$ cat config.mk
export PLATFORM = sky130hd
export DESIGN_NAME = serial_shift_ctrl
export DESIGN_NICKNAME = d
export VERILOG_FILES = /design/src/rtl/serial_pkg.sv /design/src/rtl/serial_shift_ctrl_dff_cell.sv /design/src/rtl/serial_shift_ctrl.sv
export SDC_FILE = /design/constraint.sdc
export NUM_CORES = 1
export LEC_CHECK = 0
export BUFFER_PORTS_ARGS = -buffer_cell sky130_fd_sc_hd__buf_2
export CORE_MARGIN = 5
export CORE_UTILIZATION = 46
export DETAILED_ROUTE_END_ITERATION = 12
export PLACE_DENSITY_LB_ADDON = 0.3
export SYNTH_ARGS = -nofsm -noshare
export SYNTH_HDL_FRONTEND = slang
export SYNTH_SLANG_ARGS = --single-unit
$ cat constraint.sdc
create_clock -name clk -period 1.8 [get_ports clk]
set_clock_uncertainty 0.15 [all_clocks]
set_input_delay 0.27 -clock clk [delete_from_list [all_inputs] [get_ports clk]]
set_output_delay 0.27 -clock clk [all_outputs]
set_load 0.1 [all_outputs]
$ cat src/rtl/serial_pkg.sv
// Shared definitions for the serial shift controller: FSM state encoding
// and default sizing constants.
package serial_pkg;

  typedef enum logic [1:0] {
    IDLE  = 2'b00,
    SHIFT = 2'b01,
    DONE  = 2'b10
  } state_t;

  localparam int DEF_WIDTH = 8;
  localparam int DEF_DIV_W = 8;

endpackage

$ cat src/rtl/serial_shift_ctrl_dff_cell.sv
// One-bit D register used as a single stage of the serial shift chain.
// Asynchronous active-low reset clears the stage to 0.
module dff_cell (
  input  logic clk,
  input  logic rst,
  input  logic d,
  output logic q
);

  always_ff @(posedge clk or negedge rst) begin
    if (!rst) q <= 1'b0;
    else      q <= d;
  end

endmodule

$ cat src/rtl/serial_shift_ctrl.sv
// Parallel-in/serial-out controller: accepts a word on a valid/ready handshake
// and shifts it out LSB-first through a chain of dff_cell stages.
module serial_shift_ctrl
  import serial_pkg::*;
#(
  parameter int WIDTH = DEF_WIDTH,
  parameter int DIV_W = DEF_DIV_W
) (
  input  logic             clk,
  input  logic             rst,
  input  logic [DIV_W-1:0] div,
  input  logic             in_valid,
  output logic             in_ready,
  input  logic [WIDTH-1:0] in_data,
  output logic             sout,
  output logic             sout_valid,
  output logic             frame,
  output logic             busy,
  output logic             done
);

  localparam int            BW       = (WIDTH > 1) ? $clog2(WIDTH) : 1;
  localparam logic [BW-1:0] LAST_BIT = BW'(WIDTH - 1);

  state_t           state, next_state;
  logic [DIV_W-1:0] div_q;
  logic [DIV_W-1:0] tick_cnt;
  logic [BW-1:0]    bit_cnt;
  logic [WIDTH-1:0] chain_q;
  logic [WIDTH-1:0] chain_d;
  logic [WIDTH-1:0] shifted;
  logic             load, shift, clear, tick_end, last_bit;

  assign tick_end = (tick_cnt == div_q);
  assign last_bit = (bit_cnt == LAST_BIT);
  assign load     = (state == IDLE) && in_valid;
  assign shift    = (state == SHIFT) && tick_end && !last_bit;
  assign clear    = (state == DONE);
  assign shifted  = {1'b0, chain_q[WIDTH-1:1]};

  always_ff @(posedge clk or negedge rst) begin
    if (!rst) state <= IDLE;
    else      state <= next_state;
  end

  always_comb begin
    next_state = state;
    in_ready   = 1'b0;
    sout       = 1'b0;
    sout_valid = 1'b0;
    frame      = 1'b0;
    busy       = 1'b0;
    done       = 1'b0;
    case (state)
      IDLE: begin
        in_ready = 1'b1;
        if (in_valid) next_state = SHIFT;
      end
      SHIFT: begin
        busy       = 1'b1;
        sout       = chain_q[0];
        sout_valid = 1'b1;
        frame      = (bit_cnt == '0);
        if (tick_end && last_bit) next_state = DONE;
      end
      DONE: begin
        busy       = 1'b1;
        done       = 1'b1;
        next_state = IDLE;
      end
      default: next_state = IDLE;
    endcase
  end

  // Counters saturate at their terminal values; div is captured only on the handshake.
  always_ff @(posedge clk or negedge rst) begin
    if (!rst) begin
      div_q    <= '0;
      tick_cnt <= '0;
      bit_cnt  <= '0;
    end else begin
      case (state)
        IDLE: begin
          if (in_valid) begin
            div_q    <= div;
            tick_cnt <= '0;
            bit_cnt  <= '0;
          end
        end
        SHIFT: begin
          if (tick_end) begin
            tick_cnt <= '0;
            if (!last_bit) bit_cnt <= bit_cnt + 1'b1;
          end else begin
            tick_cnt <= tick_cnt + 1'b1;
          end
        end
        default: begin
          tick_cnt <= '0;
          bit_cnt  <= '0;
        end
      endcase
    end
  end

  // Per-stage mux: load, shift toward stage 0, clear, or hold.
  for (genvar i = 0; i < WIDTH; i++) begin : g_stage
    assign chain_d[i] = load  ? in_data[i] :
                        shift ? shifted[i] :
                        clear ? 1'b0       :
                                chain_q[i];

    dff_cell u_cell (
      .clk (clk),
      .rst (rst),
      .d   (chain_d[i]),
      .q   (chain_q[i])
    );
  end

endmodule

==> metrics.yaml, run 1 <==
timing:
  setup_slack_ns: -0.0526
  tightest_slew_ns: 0.672
  hold_viol: 0
  tns_ns: -0.117
  slew_violations: 0
  min_period_over_period_pct: 103
  max_freq_mhz: 540
  period_needed_ns: 1.85
  rsz0062_at_grt: "true"
  setup-violations-final: 4
  relSlewSlack_pct: 55.2
global_route:
  grt.overflow.total: 0
  grt_pass1_vias: 1274
  grtUsageTotal_pct: 18.0
  grt_pass1_wl_um: 5980
  antenna_found_initial: 0
  grt_start_max_net_pins: 30
clocking:
  tritoncts: "yes"
  clock_tree.root_cell: "clkbuf_4"
  htree_levels: 2
  clk_pin_slew_ns: 0.09
  cts_made_buffers: 5
  cts.sinks: 29
  worst_skew_pair.late_latency_ns: 0.34
  cts_buffer_depth: 2
drt:
  wire_per_inst_um: 16.0
  drc: 0
  first_pass_iters: 4
  vias: 1343
  via_per_inst: 5.42
  drtIter0Drc: 70
  wl_um: 3960
  ant_nets: 0
placement:
  numPortBuffers: 24
  pre_cts_slack_ns: 0.0231
  dp_hpwl_um: 2690
  gp_congestion: 0.745
layout:
  diodes: 0
  fillCellCount: 267
  nets: 228
  regArea_sq_um: 726
  drive_above_1_share_pct: 42.1
  area_growth_pct: 40.3
  multiInputGateArea_sq_um: 898
pwr:
  irDropWorstVdd_mv: 0.971
  p_int_mw: 1.93
  pwr-share-comb_pct: 57.6
  pwr-share-clk_pct: 11.3
  leakage_nw: 0.996
  powerDensity_nw_per_um2: 1580
  switching_share_pct: 43.6
  power_switching_mw: 1.49
  seqPwrFrac_pct: 31.1
setup_path:
  worstPathMaxFanout: 7
  critPathKind: "flip-flop to output port"
  required_ns: 1.38
  critPathCaptureType: "output port"
  reg2reg_slack_ns: -0.02
  crit_path_start_kind: "flip-flop"
  cp_data_arrival_time_ns: 1.43
floorplan:
  ioPinCount: 25
  initial_core_util_pct: 47.1
  die_h_um: 68.0
  num_rows: 21
  coreArea_sq_um: 3280
  die_w_um: 68.0
  die-area_sq_um: 4620
status:
  status: "finished with violations"
  violations: "setup timing"
worst_hold_path:
  hold_path.class: "input pin to flip-flop"
run:
  drv_cap: 0
synth:
  synth_warnings: 0
  yosysSeqAreaShare_pct: 46.9
  synth_area_sq_um: 1550
  ys_seq_elements: 29
  post_synth.cell_area_avg_sq_um: 10.2
  synthDistinctLibCells: 32
  synth_fp_nets: 179
  syn_inst: 152
==> cells in the final DEF (no fill, tap or decap), types with 3 or more instances in the layout <==
cell,netlist,layout
clkbuf_4,0,5
ha_4,0,3
mux2_2,9,9
buf_12,0,6
nand2_1,9,8
buf_6,1,3
clkbuf_1,4,3
a21oi_1,5,4
nor2_1,8,8
inv_1,6,3
nand2b_1,5,5
buf_2,0,18
ha_1,8,4
a31oi_1,9,9
o21ai_0,5,4
nand3_1,18,17
dfrtp_1,29,29
nand4_1,3,3
xnor2_2,0,7
buf_4,2,20
==> stage by stage <==
stage                     power (mW)  instance area (sq um)  utilization (%)  cells  hold WS (ns)
after floorplan                 2.28                   1600                -    152        -0.176
after global placement          2.75                   1940             58.9    231         0.178
after detailed placement        2.81                   1940             58.9    231         0.185
after CTS                       3.22                   2030             61.8    242       0.00510
after global routing            3.60                   2170             66.1    248       0.00179
final                           3.42                   2170             66.1    248       0.00604
==> power groups by stage <==
stage	Combinational, mW	Clock (mW)	Sequential [mW]
after floorplan	1.28	0	1.00
after global placement	1.73	0	1.02
after detailed placement	1.77	0	1.04
after CTS	1.80	0.388	1.03
after global routing	2.09	0.419	1.09
final	1.97	0.387	1.07
==> per-layer routing <==
layer	part of all wire [%]	vias up	global-route usage (%)
li1	-	642	-
met3	5.1	7	4.11
met5	0	-	0
met1	41	657	20.7
met2	52	37	30.8
met4	1.6	0	9.68
==> kinds of logic (layout without fill, tap and decap cells) <==
family	Yosys count	count (layout)	synth area share, %
adder cells (fa/ha/maj)	8	8	6.47
XOR/XNOR	10	10	5.66
flip-flops	29	29	46.9
buffers and inverters	13	63	4.13
multiplexers	9	9	6.55
AO/OA/AOI/OAI	28	28	11.7
AND/OR/NAND/NOR	55	55	18.6
==> layout make-up <==
type | count | area share (%)
inverter | 6 | 1.15
clock buffer | 8 | 2.25
tap | 46 | 2.65
timing repair buffer | 49 | 19.1
sequential | 29 | 33.4
multi-input combinational | 110 | 41.4
==> worst max-delay path: stages, from the launching register on <==
cell	delay, ns
dfrtp_1	0.42
buf_6	0.13
ha_4	0.17
and3_4	0.20
buf_12	0.17
==> cells in the mapped netlist, drive strengths merged <==
cell type  number  area [sq um]
nor2            8          30.0
and4            2          17.5
or3             1          6.26
dfrtp          29           726
a31oi           9          56.3
o221ai          1          8.76
and3            3          18.8
nor3            3          20.0
nand4b          1          8.76
ha              8           100
mux2            9           101
o22a            1          8.76
xor2            1          8.76
clkbuf          4          15.0
nand2           9          33.8
nor2b           1          6.26
o2bb2ai         2          17.5
nand2b          5          31.3
inv             6          22.5
a21oi           5          25.0
nand4           3          18.8
buf             3          26.3
and2            1          6.26
xnor2           9          78.8
a21o            1          7.51
o22ai           1          6.26
a41o            2          20.0
nand3          18          90.1
o21ai           6          30.0
==> worst paths after layout <==
| path | depth (start not counted) | endpoint | from |
|---|---|---|---|
| max reg2reg | 5 | state[0]$_DFFE_PN0P_ | tick_cnt[0]$_DFFE_PN0P_ |
| max | 4 | frame | state[0]$_DFFE_PN0P_ |
| min | 2 | div_q[0]$_DFFE_PN0P_ | div[0] |
| min in group asynchronous | 2 | state[0]$_DFFE_PN0P_ | rst |
| max in group asynchronous | 2 | tick_cnt[5]$_DFFE_PN0P_ | rst |
| min reg2reg | 1 | g_stage[7].u_cell.q$_DFFE_PN0P_ | g_stage[7].u_cell.q$_DFFE_PN0P_ |
==> repair_timing <==
item                       CTS  global route
hold buffers                 1             1
setup buffers                2             5
pin swaps                    1             8
gates resized for setup      5            18
setup endpoints to repair    4            19
hold endpoints to repair    29             1
==> state kept, by name, indices dropped and copies added, names as in the netlist <==
register	flops
bit_cnt	3
div_q	8
g_stage.u_cell.q	8
state	2
tick_cnt	8
(Power assumes the default switching activity.)
==> inputs of run 2 (changes only) <==
--- a/config.mk
+++ b/config.mk
@@ -9,6 +9,7 @@
 export CORE_MARGIN = 5
 export CORE_UTILIZATION = 46
 export DETAILED_ROUTE_END_ITERATION = 12
+export HOLD_SLACK_MARGIN = 0.02
 export PLACE_DENSITY_LB_ADDON = 0.3
 export SYNTH_ARGS = -nofsm -noshare
 export SYNTH_HDL_FRONTEND = slang
==> run 2 against run 1 <==
Compared with the run above:
- the run still ends with setup timing left
- critical path depth unchanged
- sequential share of layout area decreased by 0.31 points
- die area unchanged
- power about the same
- sequential power about the same
- first-iteration DRC count increased by 30%
- largest cell class unchanged
==> metrics.yaml, run 2 (synthesized netlist as in run 1, its figures left out) <==
drt:
  wl_um: 3970  # +0.10%
  ant_nets: 0  # unchanged
  drtIter0Drc: 91  # +30%
  vias: 1351  # +0.60%
  wire_per_inst_um: 15.9  # -0.70%
  via_per_inst: 5.40  # -0.21%
  first_pass_iters: 4  # unchanged
  drc: 0  # unchanged
setup_path:
  required_ns: 1.38  # about the same
  critPathKind: "flip-flop to output port"
  critPathCaptureType: "output port"
  worstPathMaxFanout: 7  # unchanged
  cp_data_arrival_time_ns: 1.43  # about the same
  crit_path_start_kind: "flip-flop"
layout:
  diodes: 0  # unchanged
  nets: 230  # +0.88%
  postLayoutCoreUtil_pct: 66.7  # +0.61 points
  drive_above_1_share_pct: 41.7  # -0.41 points
  mostFrequentLayoutCell: "dfrtp_1"
  fillCellCount: 265  # -0.75%
  reg_top3: "div_q: 8 flops, g_stage.u_cell.q: 8 flops, tick_cnt: 8 flops"
  final_cell_mix: "dfrtp_1, buf_4, buf_2"
  area_growth_pct: 41.6
placement:
  numPortBuffers: 24  # unchanged
  dp_hpwl_um: 2690  # unchanged
  gp_congestion: 0.745  # unchanged
clocking:
  htree_levels: 2  # unchanged
  cts_buffer_depth: 2  # unchanged
  clk_pin_slew_ns: 0.09  # about the same
  worst_skew_pair.late_latency_ns: 0.34  # about the same
  clock_tree.root_cell: "clkbuf_4"
  tritoncts: "yes"
  cts_made_buffers: 5  # unchanged
  cts.sinks: 29  # unchanged
timing:
  min_period_over_period_pct: 103  # about the same
  setup-violations-final: 4  # unchanged
  tightest_slew_ns: 0.666  # -0.00599 ns
  rsz0062_at_grt: "true"
  setup_slack_ns: -0.0526  # -0.0000543 ns
  relSlewSlack_pct: 55.6  # +0.40 points
  period_needed_ns: 1.85  # +0.0000543 ns
  hold_viol: 0  # unchanged
  slew_violations: 0  # unchanged
  max_freq_mhz: 540  # about the same
floorplan:
  initial_core_util_pct: 47.1  # unchanged
  ioPinCount: 25  # unchanged
  coreArea_sq_um: 3280  # unchanged
  die_h_um: 68.0  # unchanged
  num_rows: 21  # unchanged
  die_w_um: 68.0  # unchanged
  die-area_sq_um: 4620  # unchanged
global_route:
  grt.overflow.total: 0  # unchanged
  antenna_found_initial: 0  # unchanged
  grt_pass1_vias: 1279  # +0.39%
  grt_start_max_net_pins: 30  # unchanged
  grt_pass1_wl_um: 6010  # +0.45%
  grtUsageTotal_pct: 18.1  # +0.069 points
pwr:
  leakage_nw: 1.00  # +0.84%
  powerDensity_nw_per_um2: 1560  # -0.83%
  irDropWorstVdd_mv: 0.971  # about the same
  power_mw: 3.43  # about the same
worst_hold_path:
  hold_path.class: "input pin to flip-flop"
status:
  status: "finished with violations"
  violations: "setup timing"
run:
  drv_cap: 0  # unchanged
==> run 2: cell count changes in the layout (fill, tap and decap cells not counted) <==
cell,change
dlygate4sd3_1,+2
==> run 2: metrics by stage <==
stage	setup TNS [ns]	cell area [sq um]	worst slack, ns	hold WS [ns]	cells
2_1_floorplan	-0.293	1600	-0.133	-0.176	152
5_1_grt	-0.400	2190	-0.106	0.0210	250
6_report	-0.118	2190	-0.0526	0.0157	250
4_1_cts	-0.0468	2060	-0.0409	0.0233	245
3_5_place_dp	0	1940	0.0231	0.185	231
3_3_place_gp	0	1940	0.0554	0.178	231
==> run 2: worst max-delay path: stages, from the launching register on <==
cell and delay (ns):
dfrtp_1 0.42, buf_6 0.13, ha_4 0.17, and3_4 0.20, buf_12 0.17
==> run 2: what timing repair did <==
action	in CTS	in global routing
gates resized for setup	5	18
pin swaps	1	8
endpoints found under the setup margin	4	19
endpoints found under the hold margin	32	0
cloned	0	0
buffers inserted	2	5
hold buffers	4	0
==> run 2: per-layer routing <==
layer | track usage (%) | vias up | part of all wire [%]
met5 | 0 | - | 0
met4 | 9.68 | 0 | 1.6
met3 | 3.94 | 7 | 5.4
met2 | 30.9 | 37 | 52
met1 | 20.9 | 661 | 41
li1 | - | 646 | -
==> run 2: path summary, 6_finish.rpt <==
| kind | startpoint | endpoint | slack [ns] | cells after the start |
|---|---|---|---|---|
| max | state[0]$_DFFE_PN0P_ | frame | -0.05 | 4 |
| min | div[1] | div_q[1]$_DFFE_PN0P_ | 0.02 | 2 |
| min reg2reg | g_stage[7].u_cell.q$_DFFE_PN0P_ | g_stage[7].u_cell.q$_DFFE_PN0P_ | 0.39 | 1 |
| max reg2reg | tick_cnt[0]$_DFFE_PN0P_ | state[0]$_DFFE_PN0P_ | -0.02 | 5 |
| min in group asynchronous | rst | state[0]$_DFFE_PN0P_ | 0.34 | 2 |
| max in group asynchronous | rst | tick_cnt[5]$_DFFE_PN0P_ | 0.73 | 2 |
==> run 2: layout make-up <==
class	count	area, sq um	area share, %
Sequential cell	29	726	33.1
Clock buffer	8	48.8	2.23
Inverter	6	25.0	1.14
Tap cell	46	57.6	2.63
Multi-Input combinational cell	110	898	41.0
Timing Repair Buffer	51	434	19.8
==> run 2: power by group <==
part | switching [mW] | total, mW | internal [mW]
clock network | 0.232 | 0.387 | 0.155
logic | 1.07 | 1.97 | 0.906
registers | 0.193 | 1.06 | 0.871
total | 1.49 | 3.43 | 1.93
==> inputs of run 3 (changes only) <==
--- a/config.mk
+++ b/config.mk
@@ -5,9 +5,10 @@
 export SDC_FILE = /design/constraint.sdc
 export NUM_CORES = 1
 export LEC_CHECK = 0
+export ABC_AREA = 1
 export BUFFER_PORTS_ARGS = -buffer_cell sky130_fd_sc_hd__buf_2
 export CORE_MARGIN = 5
-export CORE_UTILIZATION = 46
+export CORE_UTILIZATION = 56
 export DETAILED_ROUTE_END_ITERATION = 12
 export HOLD_SLACK_MARGIN = 0.02
 export PLACE_DENSITY_LB_ADDON = 0.3
==> constraint.sdc (replaced) <==
create_clock -name clk -period 1.85 [get_ports clk]
set_clock_uncertainty 0.15 [all_clocks]
set_input_delay 0.2775 -clock clk [delete_from_list [all_inputs] [get_ports clk]]
set_output_delay 0.2775 -clock clk [all_outputs]
set_load 0.1 [all_outputs]
==> run 3 against run 2 <==
Compared with the run above:
- the run now ends clean
- register-to-register slack improved by 0.07 ns
- via count rose by 12%
- sequential cell count is the same
- synthesized area increased by 8.0%
- non-clock buffer count unchanged
- power down 2.3%
- clock power is 18% higher
- global-route usage rose by 2.6 points
- die area shrank 9.7%
- clock-buffer cell count shrank 1
- sequential power down 6%
==> metrics.yaml, run 3 <==
status:
  status: "completed"
layout:
  diodes: 0  # unchanged
  drive_above_1_share_pct: 27.3  # -14 points
  mostFrequentLayoutCell: "nand2_1"
  stdcell_area_sq_um: 2290  # +4.7%
  fillCellCount: 179  # -32%
  fin_cells: 295  # +18%
  final_cell_mix: "nand2_1, dfrtp_1, inv_1"
  nets: 290  # +26%
  regArea_sq_um: 726  # unchanged
  area_growth_pct: 37.3
  multiInputGateArea_sq_um: 870  # -3.2%
  reg_top3: "div_q: 8 flops, g_stage.u_cell.q: 8 flops, tick_cnt: 8 flops"
floorplan:
  die-area_sq_um: 4180  # -9.7%
  ioPinCount: 25  # unchanged
  die_w_um: 64.6  # -4.9%
  die_h_um: 64.6  # -4.9%
  coreArea_sq_um: 2810  # -15%
  initial_core_util_pct: 59.5  # +12 points
  num_rows: 19  # -9.5%
timing:
  rsz0062_at_grt: "true"
  hold_viol: 0  # unchanged
  relSlewSlack_pct: 57.4  # +1.8 points
  setup-violations-final: 0  # -4
  slew_violations: 0  # unchanged
  max_freq_mhz: 551
  min_period_over_period_pct: 98.0
  period_needed_ns: 1.81
  tightest_slew_ns: 0.639  # -0.0274 ns
global_route:
  grt_pass1_wl_um: 6720  # +12%
  grt_start_max_net_pins: 30  # unchanged
  grtUsageTotal_pct: 20.6  # +2.6 points
  grt.overflow.total: 0  # unchanged
  antenna_found_initial: 0  # unchanged
  grt_pass1_vias: 1515  # +18%
clocking:
  clock_tree.root_cell: "clkbuf_4"
  clk_pin_slew_ns: 0.10  # about the same
  worst_skew_pair.late_latency_ns: 0.33  # about the same
  cts_made_buffers: 5  # unchanged
  cts_buffer_depth: 2  # unchanged
  cts.sinks: 29  # unchanged
  htree_levels: 2  # unchanged
  tritoncts: "yes"
synth:
  synth-edff-count: 0  # unchanged
  post_synth.cell_area_avg_sq_um: 8.03  # -21%
  yosysSeqAreaShare_pct: 43.4  # -3.5 points
  syn_inst: 208  # +37%
  async_flop_share_pct: 100  # unchanged
  yosysTopAreaCell: "dfrtp_1"
  yosys-top-cells-count: "nand2_1, dfrtp_1, inv_1"
  synth_warnings: 0  # unchanged
  synth_ff_type: "dfrtp_1"
  ys_seq_elements: 29  # unchanged
  yosysTopAreaCellShare_pct: 43.4  # -3.5 points
  synth_area_sq_um: 1670  # +8.0%
  synthDistinctLibCells: 24  # -25%
  synth_fp_nets: 235  # +31%
  yosys.cell_count.top_type: "nand2_1"
  synthTopCellsByArea: "dfrtp_1, nand2_1, ha_1, nand3_1, inv_1"
drt:
  via_per_inst: 5.11  # -5.4%
  drc: 0  # unchanged
  ant_nets: 0  # unchanged
  drtIter0Drc: 60  # -34%
  first_pass_iters: 4  # unchanged
  wire_per_inst_um: 12.5  # -21%
  wl_um: 3690  # -7.1%
  vias: 1508  # +12%
setup_path:
  critPathCaptureType: "output port"
  worstPathMaxFanout: 4  # -3
  required_ns: 1.42  # +0.04 ns
  cp_data_arrival_time_ns: 1.39  # -0.04 ns
  reg2reg_slack_ns: 0.05  # +0.07 ns
  critPathKind: "flip-flop to output port"
  crit_path_start_kind: "flip-flop"
placement:
  gp_congestion: 0.765  # +2.7%
  place_area_sq_um: 1970  # +1.8%
  dp_hpwl_um: 2430  # -9.3%
  numPortBuffers: 24  # unchanged
  place_inst: 264  # +14%
pwr:
  irDropWorstVdd_mv: 0.825  # -15%
  leakage_nw: 1.17  # +16%
  powerDensity_nw_per_um2: 1460  # -6.7%
run:
  drv_cap: 0  # unchanged
worst_hold_path:
  hold_path.class: "input pin to flip-flop"
==> run 3: cell types whose count changed after synthesis, moves of 3 or more <==
| cell | change |
|---|---|
| clkbuf_1 | -4 |
| nand2b_1 | -5 |
| nor2_1 | +7 |
| and3_1 | -3 |
| a31oi_1 | -9 |
| inv_1 | +19 |
| nand2_4 | +3 |
| nand2_1 | +61 |
| mux2_2 | -9 |
| nand3_2 | +3 |
| inv_2 | +3 |
| xnor2_1 | -4 |
==> run 3: path summary, 6_finish.rpt <==
path	cells after the start	to	start
hold / removal	5	tick_cnt[2]$_DFFE_PN0P_	in_valid
max in group asynchronous	2	g_stage[6].u_cell.q$_DFFE_PN0P_	rst
setup reg to reg	11	tick_cnt[6]$_DFFE_PN0P_	state[1]$_DFFE_PN0P_
hold reg to reg	2	div_q[6]$_DFFE_PN0P_	div_q[6]$_DFFE_PN0P_
setup / recovery	5	frame	state[1]$_DFFE_PN0P_
min in group asynchronous	2	tick_cnt[6]$_DFFE_PN0P_	rst
==> run 3: critical path: stages, from the launching register on <==
cell and delay [ns]:
dfrtp_1 0.42, inv_2 0.11, ha_4 0.17, nand2_2 0.07
nor2_4 0.10, buf_12 0.18
==> run 3: where the power goes <==
group          total, mW  internal [mW]  switching [mW]
Combinational       1.90          0.734            1.16
Sequential         0.995          0.842           0.153
Clock              0.455          0.220           0.235
Total               3.35           1.80            1.55
==> run 3: cell type report <==
class	count	share of cell area, %
Multi-Input combinational cell	147	37.9
Inverter	29	5.13
Sequential cell	29	31.6
Clock buffer	7	2.84
Timing Repair Buffer	51	20.6
Tap cell	31	1.69
Clock inverter	1	0.218
==> run 3: cells by family (layout without fill, tap and decap cells) <==
family                     Yosys count  in the layout  share of synthesized area (%)
DFF                                 29             29                           43.4
buffers and inverters               32             88                           7.87
adders and majority gates            8              8                           5.99
and+or+nand+nor                    123            123                           36.5
xor gates and xnor gates             6              6                           3.15
AOI/OAI and AO/OA                   10             10                           3.07
==> run 3: metal layers <==
layer	global-route usage [%]	vias up	share of wire [%]
met5	0	-	0
met4	5.80	0	1.2
met3	6.22	6	5.6
met2	34.5	40	49
met1	26.0	702	44
li1	-	760	-
==> run 3: what timing repair did <==
item,4_1_cts,5_1_grt
pin swaps,0,6
setup buffers,3,3
resized for setup,0,8
hold buffers,17,0
setup endpoints to repair,2,15
endpoints found under the hold margin,45,0
==> run 3: stage by stage <==
step | utilization (%) | setup TNS (ns) | setup slack [ns] | total power, mW | hold WS, ns
floorplan | - | -0.142 | -0.121 | 2.31 | -0.168
global placement | 70.2 | 0 | 0.182 | 2.72 | 0.187
global route | 81.8 | -0.0988 | -0.0582 | 3.57 | 0.271
detailed placement | 70.2 | 0 | 0.127 | 2.77 | 0.189
finish | 81.8 | 0 | 0.0362 | 3.35 | 0.244
CTS | 80.1 | 0 | 0.0120 | 3.28 | 0.143
